<file path="src/rtl/seg7_pkg.sv">
// Shared types, segment patterns and helpers for the 7-segment sample decoder.
// Patterns are gfedcba in bits [6:0]; bit 7 is the decimal point.
package seg7_pkg;

    typedef logic [7:0] seg_t;
    typedef logic [3:0] digit_t;
    typedef logic [4:0] dice_val_t;

    typedef enum logic {WAIT, SETTLE} state_t;
    typedef enum logic [1:0] {BLANK, LEGAL, ILLEGAL} pat_class_t;

    localparam seg_t SEG_BLANK = 8'h00;

    localparam logic [6:0] DIGIT_SEGS [10] = '{
        7'h3F, 7'h06, 7'h5B, 7'h4F, 7'h66,
        7'h6D, 7'h7D, 7'h07, 7'h7F, 7'h6F
    };

    // A, b, C, d, E, F
    localparam logic [6:0] HEX_SEGS [6] = '{
        7'h77, 7'h7C, 7'h39, 7'h5E, 7'h79, 7'h71
    };

    // Dice value: a bare 0 stands for 10, and the decimal point adds ten.
    function automatic dice_val_t dice_value(input digit_t d, input logic with_dp);
        if (d == 4'd0)
            return with_dp ? 5'd20 : 5'd10;
        return with_dp ? (dice_val_t'(d) + 5'd10) : dice_val_t'(d);
    endfunction

endpackage

</file>
<file path="src/rtl/seg7_pattern_lut.sv">
// Combinational classifier: segment byte -> class, digit, dp, dice value.
// Hex letters A-F (dp clear) are legal only when SEG7_DEC_HEX_EN is defined.
module seg7_pattern_lut
    import seg7_pkg::*;
(
    input  seg_t       seg,
    output pat_class_t cls,
    output digit_t     digit,
    output logic       dp,
    output dice_val_t  value
);

    always_comb begin
        cls   = ILLEGAL;
        digit = '0;
        value = '0;
        dp    = seg[7];
        if (seg == SEG_BLANK) begin
            cls = BLANK;
        end else begin
            for (int i = 0; i < 10; i++) begin
                if (seg[6:0] == DIGIT_SEGS[i]) begin
                    cls   = LEGAL;
                    digit = digit_t'(i);
                    value = dice_value(digit_t'(i), seg[7]);
                end
            end
`ifdef SEG7_DEC_HEX_EN
            for (int i = 0; i < 6; i++) begin
                if (seg == {1'b0, HEX_SEGS[i]}) begin
                    cls   = LEGAL;
                    digit = digit_t'(i + 10);
                    value = '0;
                end
            end
`endif
        end
    end

endmodule

</file>
<file path="src/rtl/seg7_sample_decoder.sv">
// Samples a 7-segment bus, debounces it, and emits each newly settled digit
// once over valid/ready. Optional hex letters: define SEG7_DEC_HEX_EN.
module seg7_sample_decoder
    import seg7_pkg::*;
#(
    parameter int STABLE_CYCLES = 3,
    parameter int ERR_CNT_W     = 8
) (
    input  logic                 clk,
    input  logic                 reset,
    input  logic [7:0]           seg_in,
    input  logic                 out_ready,
    output logic                 out_valid,
    output logic [3:0]           digit,
    output logic                 dp,
    output logic [4:0]           value,
    output logic                 err,
    output logic [ERR_CNT_W-1:0] err_cnt,
    output logic                 overrun
);

    localparam logic [7:0] STABLE_MAX = 8'(STABLE_CYCLES);
    localparam logic [7:0] ACCEPT_AT  = 8'(STABLE_CYCLES - 1);

    seg_t       seg_q;
    seg_t       last_pattern;
    logic [7:0] stable_cnt;
    state_t     state;

    pat_class_t lut_cls;
    digit_t     lut_digit;
    logic       lut_dp;
    dice_val_t  lut_value;

    function automatic logic [ERR_CNT_W-1:0] sat_inc(input logic [ERR_CNT_W-1:0] c);
        return (&c) ? c : c + ERR_CNT_W'(1);
    endfunction

    seg7_pattern_lut u_lut (
        .seg   (seg_q),
        .cls   (lut_cls),
        .digit (lut_digit),
        .dp    (lut_dp),
        .value (lut_value)
    );

    // stable_cnt counts repeats of seg_q beyond its first sample
    always_ff @(posedge clk or posedge reset) begin
        if (reset) begin
            seg_q      <= '0;
            stable_cnt <= '0;
        end else begin
            seg_q <= seg_in;
            if (seg_in != seg_q)
                stable_cnt <= '0;
            else if (stable_cnt < STABLE_MAX)
                stable_cnt <= stable_cnt + 8'd1;
        end
    end

    always_ff @(posedge clk or posedge reset) begin
        if (reset) begin
            state        <= WAIT;
            last_pattern <= '0;
            out_valid    <= 1'b0;
            digit        <= '0;
            dp           <= 1'b0;
            value        <= '0;
            err          <= 1'b0;
            err_cnt      <= '0;
            overrun      <= 1'b0;
        end else begin
            err <= 1'b0;
            if (out_valid && out_ready)
                out_valid <= 1'b0;
            case (state)
                WAIT: begin
                    if (seg_q != last_pattern)
                        state <= SETTLE;
                end
                SETTLE: begin
                    if (seg_q == last_pattern) begin
                        state <= WAIT;
                    end else if (stable_cnt >= ACCEPT_AT) begin
                        state        <= WAIT;
                        last_pattern <= seg_q;
                        case (lut_cls)
                            LEGAL: begin
                                out_valid <= 1'b1;
                                digit     <= lut_digit;
                                dp        <= lut_dp;
                                value     <= lut_value;
                                if (out_valid && !out_ready)
                                    overrun <= 1'b1;
                            end
                            ILLEGAL: begin
                                err     <= 1'b1;
                                err_cnt <= sat_inc(err_cnt);
                            end
                            default: ;
                        endcase
                    end
                end
                default: state <= WAIT;
            endcase
        end
    end

endmodule
</file>
<file path="config.mk">
export PLATFORM = sky130hd
export DESIGN_NAME = seg7_sample_decoder
export DESIGN_NICKNAME = d
export VERILOG_FILES = /design/src/rtl/seg7_pkg.sv /design/src/rtl/seg7_pattern_lut.sv /design/src/rtl/seg7_sample_decoder.sv
export SDC_FILE = /design/constraint.sdc
export NUM_CORES = 1
export LEC_CHECK = 0
export BUFFER_PORTS_ARGS = -buffer_cell sky130_fd_sc_hd__buf_4
export CAP_MARGIN = 5
export CORE_UTILIZATION = 35
export CTS_CLUSTER_SIZE = 14
export DETAILED_ROUTE_END_ITERATION = 8
export HOLD_SLACK_MARGIN = 0.1
export PLACE_DENSITY = 0.49
export SLEW_MARGIN = 20
export SYNTH_ARGS = -nofsm -noshare
export SYNTH_HDL_FRONTEND = slang
export SYNTH_SLANG_ARGS = --single-unit
</file>
<file path="constraint.sdc">
create_clock -name clk -period 2.42 [get_ports clk]
set_input_delay 0.484 -clock clk [delete_from_list [all_inputs] [get_ports clk]]
set_output_delay 0.484 -clock clk [all_outputs]
set_load 0.1 [all_outputs]
</file>
==> results_dict.tcl, run 1 <==
set metrics [dict create \
    status "finished clean" \
    synth_nets 211 \
    vias_per_cell 4.92 \
    synthToLayoutAreaGrowth_pct 18.4 \
    avgSynthCellArea_um2 11.0 \
    fin_crit_sh_pct 88.1 \
    synth.largest_area_cell "dfrtp_1" \
    grt_max_degree 46 \
    cp.arrival_ns 2.35 \
    critPathMaxFanout 13 \
    seq_area_frac_synth_pct 52.0 \
    io_buffers 31 \
    worst_r2r_path_depth 6 \
    maxCapViolCount 0 \
    fin_crit_ns 2.13 \
    overflow 0 \
    io_pins 32 \
    fin_util_pct 43.0 \
    clockBufferDepth 2 \
    met2_usage_pct 21.5 \
    rsz0062_at_grt "no" \
    htree_levels 2 \
    clk_pin_slew_worst_paths_ns 0.08 \
    cp_data_required_time_ns 2.64 \
    whs_path_depth 1 \
    skew_ns 0.00660 \
    yosys-top-cells-area "dfrtp_1 52%, mux2_2 5.7%, xor2_1 5.7%" \
    layout.nets 246 \
    hpwl_um 2960 \
    track_usage_pct 14.4 \
    drtIter0Drc 78 \
    worstPathCellList "nand4bb_1, nor3_1, nor3_1, nand4_2, nor3_1, xor2_1" \
    start_util_pct 36.3 \
    critPathCaptureType "register" \
    clock-sinks 45 \
    ant_nets 0 \
    power_leakage_nw 1.24 \
    finalHoldViolCount 0 \
    timing.fmax_mhz 469 \
    worst_pin_slew_ns 0.569 \
    drcViolationCount 0 \
    drive_above_1_share_pct 26.3 \
    ys.flop_type "dfrtp_1" \
    diodes 0 \
    hold_ws_ns 0.310 \
    first_pass_iters 4 \
    syn_area_um2 2160 \
    rows 28 \
    busiest_layer "met2" \
    antenna_found_initial 0 \
    synthArstFlopShare_pct 100 \
    vias 1509 \
    max_slew_margin_pct 62.1 \
    ys_seq_elements 45 \
    setup_violations 0 \
    crit_slowest_cell "dfrtp_1" \
    grt_pass1_vias 1468 \
    synth_common_cells "45 x dfrtp_1, 16 x nand2_1, 14 x nor3_1, 14 x xor2_1" \
    startpoint_type "register" \
    root_buffer "clkbuf_8" \
    dieArea_um2 6500 \
    grtUsageMet1_pct 20.3 \
    crit_path_frequent_cell "nor3_1" \
    clock_latency_ns 0.29 \
    maxSlewViolCount 0 \
    tns_ns 0 \
    globalplace.congestion 0.750 \
    n_fill_cell 584 \
    path_class "register to register" \
    wl_um 4120 \
    synth-edff-count 0 \
    wl_per_cell_um 13.4 \
    cts_inserted_buffers 5 \
    min_path_type "input pin to register" \
    die_h_um 80.6 \
    p_per_area_nw_per_um2 516 \
    grt_pass1_wl_um 7080 \
    die_w_um 80.6 \
    yosysWarnings 0 \
    met3_usage_pct 3.52 \
    yosys.cell_count.top_type "dfrtp_1" \
    synthCells 197 \
    synth_top_area_share_pct 52.0 \
    cts_tree "yes" \
    synth.distinct_cells 38 \
    core-area_um2 5960 \
    slowest_delay_ns 0.61 \
    vdd_drop_max_mv 0.250 \
]
-- state kept, by name, summed over array words and instances, names as in the netlist --
signal        count
out_valid         1
err               1
err_cnt           8
dp                1
last_pattern      8
state             1
overrun           1
value             4
digit             4
seg_q             8
stable_cnt        8
-- power by group --
| group | switching (mW) | internal, mW |
|---|---|---|
| combinational | 0.0445 | 0.0378 |
| sequential | 0.0205 | 0.759 |
| clock | 0.234 | 0.227 |
| total | 0.299 | 1.02 |
-- worst paths after layout --
path                                  to      start  slack, ns
setup / recovery              err_cnt[5]   seg_q[4]       0.29
hold / removal                  seg_q[3]  seg_in[3]       0.31
setup reg to reg              err_cnt[5]   seg_q[4]       0.29
hold reg to reg                 value[1]   value[1]       0.48
max in group asynchronous       digit[0]      reset       1.70
min in group asynchronous  stable_cnt[3]      reset       0.32
-- final cells by class --
class | count | area (µm²) | share of cell area, %
clock buffers | 7 | 86.3 | 3.37
inverters | 4 | 15.0 | 0.586
multi-input cells | 137 | 950 | 37.0
flip-flops and latches | 45 | 1130 | 43.9
well taps | 75 | 93.8 | 3.66
repair buffers | 39 | 293 | 11.4
-- cells by family after synthesis --
group / after synthesis / synth area share, %
simple gates: 74 / 18.3
flops: 45 / 52.0
xor+xnor: 25 / 10.1
compound gates: 24 / 7.86
buf+inv: 15 / 4.28
mux: 11 / 5.72
fa+ha+maj: 3 / 1.73
-- critical path, delay by kind of cell, from the launching register on --
kind          cells  cell delay, ns
flops             1            0.61
xor+xnor          1            0.16
simple gates      5            1.30
-- cells in the final DEF (no fill, tap or decap), types with 2 or more instances in the layout --
cell / synthesis / final
and2_1: 6 / 6
a21oi_1: 3 / 2
nor2_1: 11 / 11
or4_1: 2 / 2
buf_4: 4 / 39
dfrtp_1: 45 / 45
o32ai_1: 2 / 2
mux2_2: 11 / 11
nor3_1: 14 / 14
nand2b_1: 3 / 3
o21ai_0: 6 / 6
nand2_1: 16 / 16
xnor2_1: 11 / 11
xor2_1: 14 / 14
o21ai_1: 4 / 4
clkbuf_8: 0 / 6
nand3_1: 6 / 6
nor4_1: 4 / 4
nand4_1: 4 / 4
inv_1: 4 / 3
or3_1: 2 / 2
ha_1: 3 / 3
-- metal layers --
layer	wire, µm	up-vias	part of all wire, %
met2	1800	31	44
met4	55	0	1.3
li1	-	758	-
met1	2110	712	51
met5	0	-	0
met3	159	8	3.9
-- stage by stage --
step / setup slack [ns] / power [mW] / cell area [µm²] / std cells
3_3_place_gp: 0.244 / 0.879 / 2470 / 300
6_report: 0.288 / 1.32 / 2560 / 307
3_5_place_dp: 0.194 / 0.878 / 2470 / 300
4_1_cts: 0.189 / 1.35 / 2560 / 307
5_1_grt: 0.0149 / 1.39 / 2560 / 307
2_1_floorplan: 0.220 / 0.849 / 2160 / 197
-- repair_timing --
item | 4_1_cts | 5_1_grt
hold buffers | 0 | 0
endpoints found under the setup margin | 0 | 2
resized for setup | 0 | 1
setup buffers | 0 | 0
Note: power is estimated with default switching activity, not from simulation.
==> inputs of run 2 (changes only) <==
Settings changed: PLACE_DENSITY 0.49 to 0.65, SYNTH_HIERARCHICAL set to 1.
==> results_dict.tcl, run 2 <==
set metrics [dict create \
    synth.largest_area_cell "dfrtp_1" \
    die_w_um 83.3 \
    startpoint_type "register" \
    path_class "register to register" \
    worst_pin_slew_ns 0.576 \
    cp_data_required_time_ns 2.61 \
    fin_crit_ns 2.23 \
    vdd_drop_max_mv 0.282 \
    post_cts_buffers 0 \
    yosys-top-cells-area "dfrtp_1 50%, xnor2_1 7.2%, mux2_2 5.8%" \
    htree_levels 2 \
    critPathMaxFanout 12 \
    synth_common_cells "46 x dfrtp_1, 19 x xnor2_1, 12 x mux2_2" \
    grt_pass1_wl_um 7490 \
    ctsResizeCount 0 \
    power_leakage_nw 1.37 \
    synthArstFlopShare_pct 100 \
    hp-start "seg_in[4]" \
    grt_max_degree 47 \
    diodes 0 \
    max_slew_margin_pct 61.6 \
    syn_area_um2 2310 \
    setup_violations 0 \
    skew_ns 0.00922 \
    power_frac_seq_pct 52.9 \
    ant_nets 0 \
    drive_above_1_share_pct 38.1 \
    mostFrequentLayoutCell "buf_4" \
    finalInstanceArea_um2 2870 \
    multi_input_area_um2 1100 \
    rows 29 \
    root_buffer "clkbuf_8" \
    layout_common_cells "48 x buf_4, 45 x dfrtp_1, 19 x xnor2_1" \
    hpwl_um 3150 \
    synth-edff-count 0 \
    cts_tree "yes" \
    hold_buffers 0 \
    synthCells 189 \
    finalHoldViolCount 0 \
    clock-sinks 46 \
    overflow 0 \
    io_buffers 31 \
    seq_area_frac_synth_pct 49.8 \
    drtIter0Drc 78 \
    yosys.cell_count.top_type "dfrtp_1" \
    drcViolationCount 0 \
    combPwrFrac_pct 8.2 \
    wl_per_cell_um 13.7 \
    switching_share_pct 23.3 \
    synth.distinct_cells 48 \
    switchingPower_mw 0.347 \
    maxSlewViolCount 0 \
    avgSynthCellArea_um2 12.2 \
    core-area_um2 6350 \
    maxCapViolCount 0 \
    timing.fmax_mhz 449 \
    antenna_found_initial 0 \
    clockBufferDepth 2 \
    min_path_type "input pin to register" \
    cp.arrival_ns 2.42 \
    tns_ns 0 \
    dpl_cell_area_um2 2730 \
    area.sequential_um2 1150 \
    globalplace.congestion 0.790 \
    crit_start "seg_q[4]" \
    synthToLayoutAreaGrowth_pct 23.9 \
    p_per_area_nw_per_um2 520 \
    n_fill_cell 598 \
    critPathCaptureType "register" \
    track_usage_pct 13.7 \
    start_util_pct 36.4 \
    cts_inserted_buffers 5 \
    clkPwrFrac_pct 38.9 \
    r2r_start "seg_q[4]" \
    vias 1543 \
    die_h_um 83.3 \
    wl_um 4330 \
    yosysWarnings 6 \
    io_pins 32 \
    rsz0062_at_grt "no" \
    synth_nets 203 \
    status "finished clean" \
    fin_crit_sh_pct 92.0 \
    ys.flop_type "dfrtp_1" \
    vias_per_cell 4.88 \
    synth_top_area_share_pct 49.8 \
    dieArea_um2 6940 \
    layout.nets 252 \
    internal-power_mw 1.14 \
    grt_pass1_vias 1493 \
    clk_pin_slew_worst_paths_ns 0.08 \
    clock_latency_ns 0.31 \
    ys_seq_elements 46 \
    first_pass_iters 4 \
]
[run 2: changes by cell type in the layout (fill, tap and decap cells not counted), moves of 4 or more]
cell / change
mux2_4: +8
buf_4: +9
o21ai_0: -6
nor3_1: -6
xnor2_1: +8
nand2_1: -12
o21ai_1: -4
xor2_1: -8
[run 2: critical path: stages (launching register included)]
cell,delay [ns]
dfrtp_1,0.44
nor4b_2,0.34
a21oi_1,0.07
o31ai_1,0.37
buf_4,0.18
nor3b_4,0.20
buf_12,0.17
mux2_2,0.33
[run 2: routing by layer]
layer / up-vias / wire length, µm / track usage [%]
met5: - / 0 / 0
met4: 0 / 77 / 5.64
met3: 7 / 165 / 3.08
met2: 28 / 1900 / 18.9
met1: 736 / 2180 / 20.4
li1: 772 / - / -
[run 2: power by group through the flow]
stage               clock network (mW)  registers [mW]  logic [mW]
CTS                              0.600           0.787       0.123
finish                           0.579           0.787       0.123
global placement                     0           0.802       0.122
floorplan                            0           0.805      0.0688
global route                     0.634           0.789       0.136
detailed placement                   0           0.802       0.123
[run 2: metrics by stage]
stage / instances / utilization, % / total power [mW] / hold WS (ns) / worst slack [ns]
after floorplan: 189 / - / 0.874 / 0.455 / 0.133
after global placement: 308 / 43.1 / 0.923 / 0.466 / 0.145
after detailed placement: 308 / 43.1 / 0.924 / 0.476 / 0.153
after CTS: 316 / 44.8 / 1.51 / 0.292 / 0.109
after global routing: 316 / 45.1 / 1.56 / 0.286 / 0.0386
final: 316 / 45.1 / 1.49 / 0.302 / 0.195
[run 2: layout make-up]
| type | count | share of cell area (%) |
|---|---|---|
| Clock buffer | 5 | 2.40 |
| Clock inverter | 3 | 1.53 |
| Inverter | 5 | 0.655 |
| Multi-Input combinational cell | 131 | 38.6 |
| Sequential cell | 46 | 40.2 |
| Tap cell | 77 | 3.36 |
| Timing Repair Buffer | 49 | 13.3 |
[run 2: worst paths after layout]
kind	endpoint	slack [ns]	cells after the start
min reg2reg	stable_cnt[4]	0.49	1
max	value[1]	0.19	7
min in group asynchronous	stable_cnt[1]	0.31	3
max in group asynchronous	seg_q[5]	1.67	3
max reg2reg	value[1]	0.19	7
min	seg_q[4]	0.30	1
[run 2: logic make-up after synthesis]
kind of cell,after synthesis,synth area share [%]
AOI/OAI and AO/OA,22,8.23
xor gates and xnor gates,25,9.47
adders and majority gates,3,1.62
buffers and inverters,12,3.19
DFF,46,49.8
muxes,20,11.0
and+or+nand+nor,61,16.7
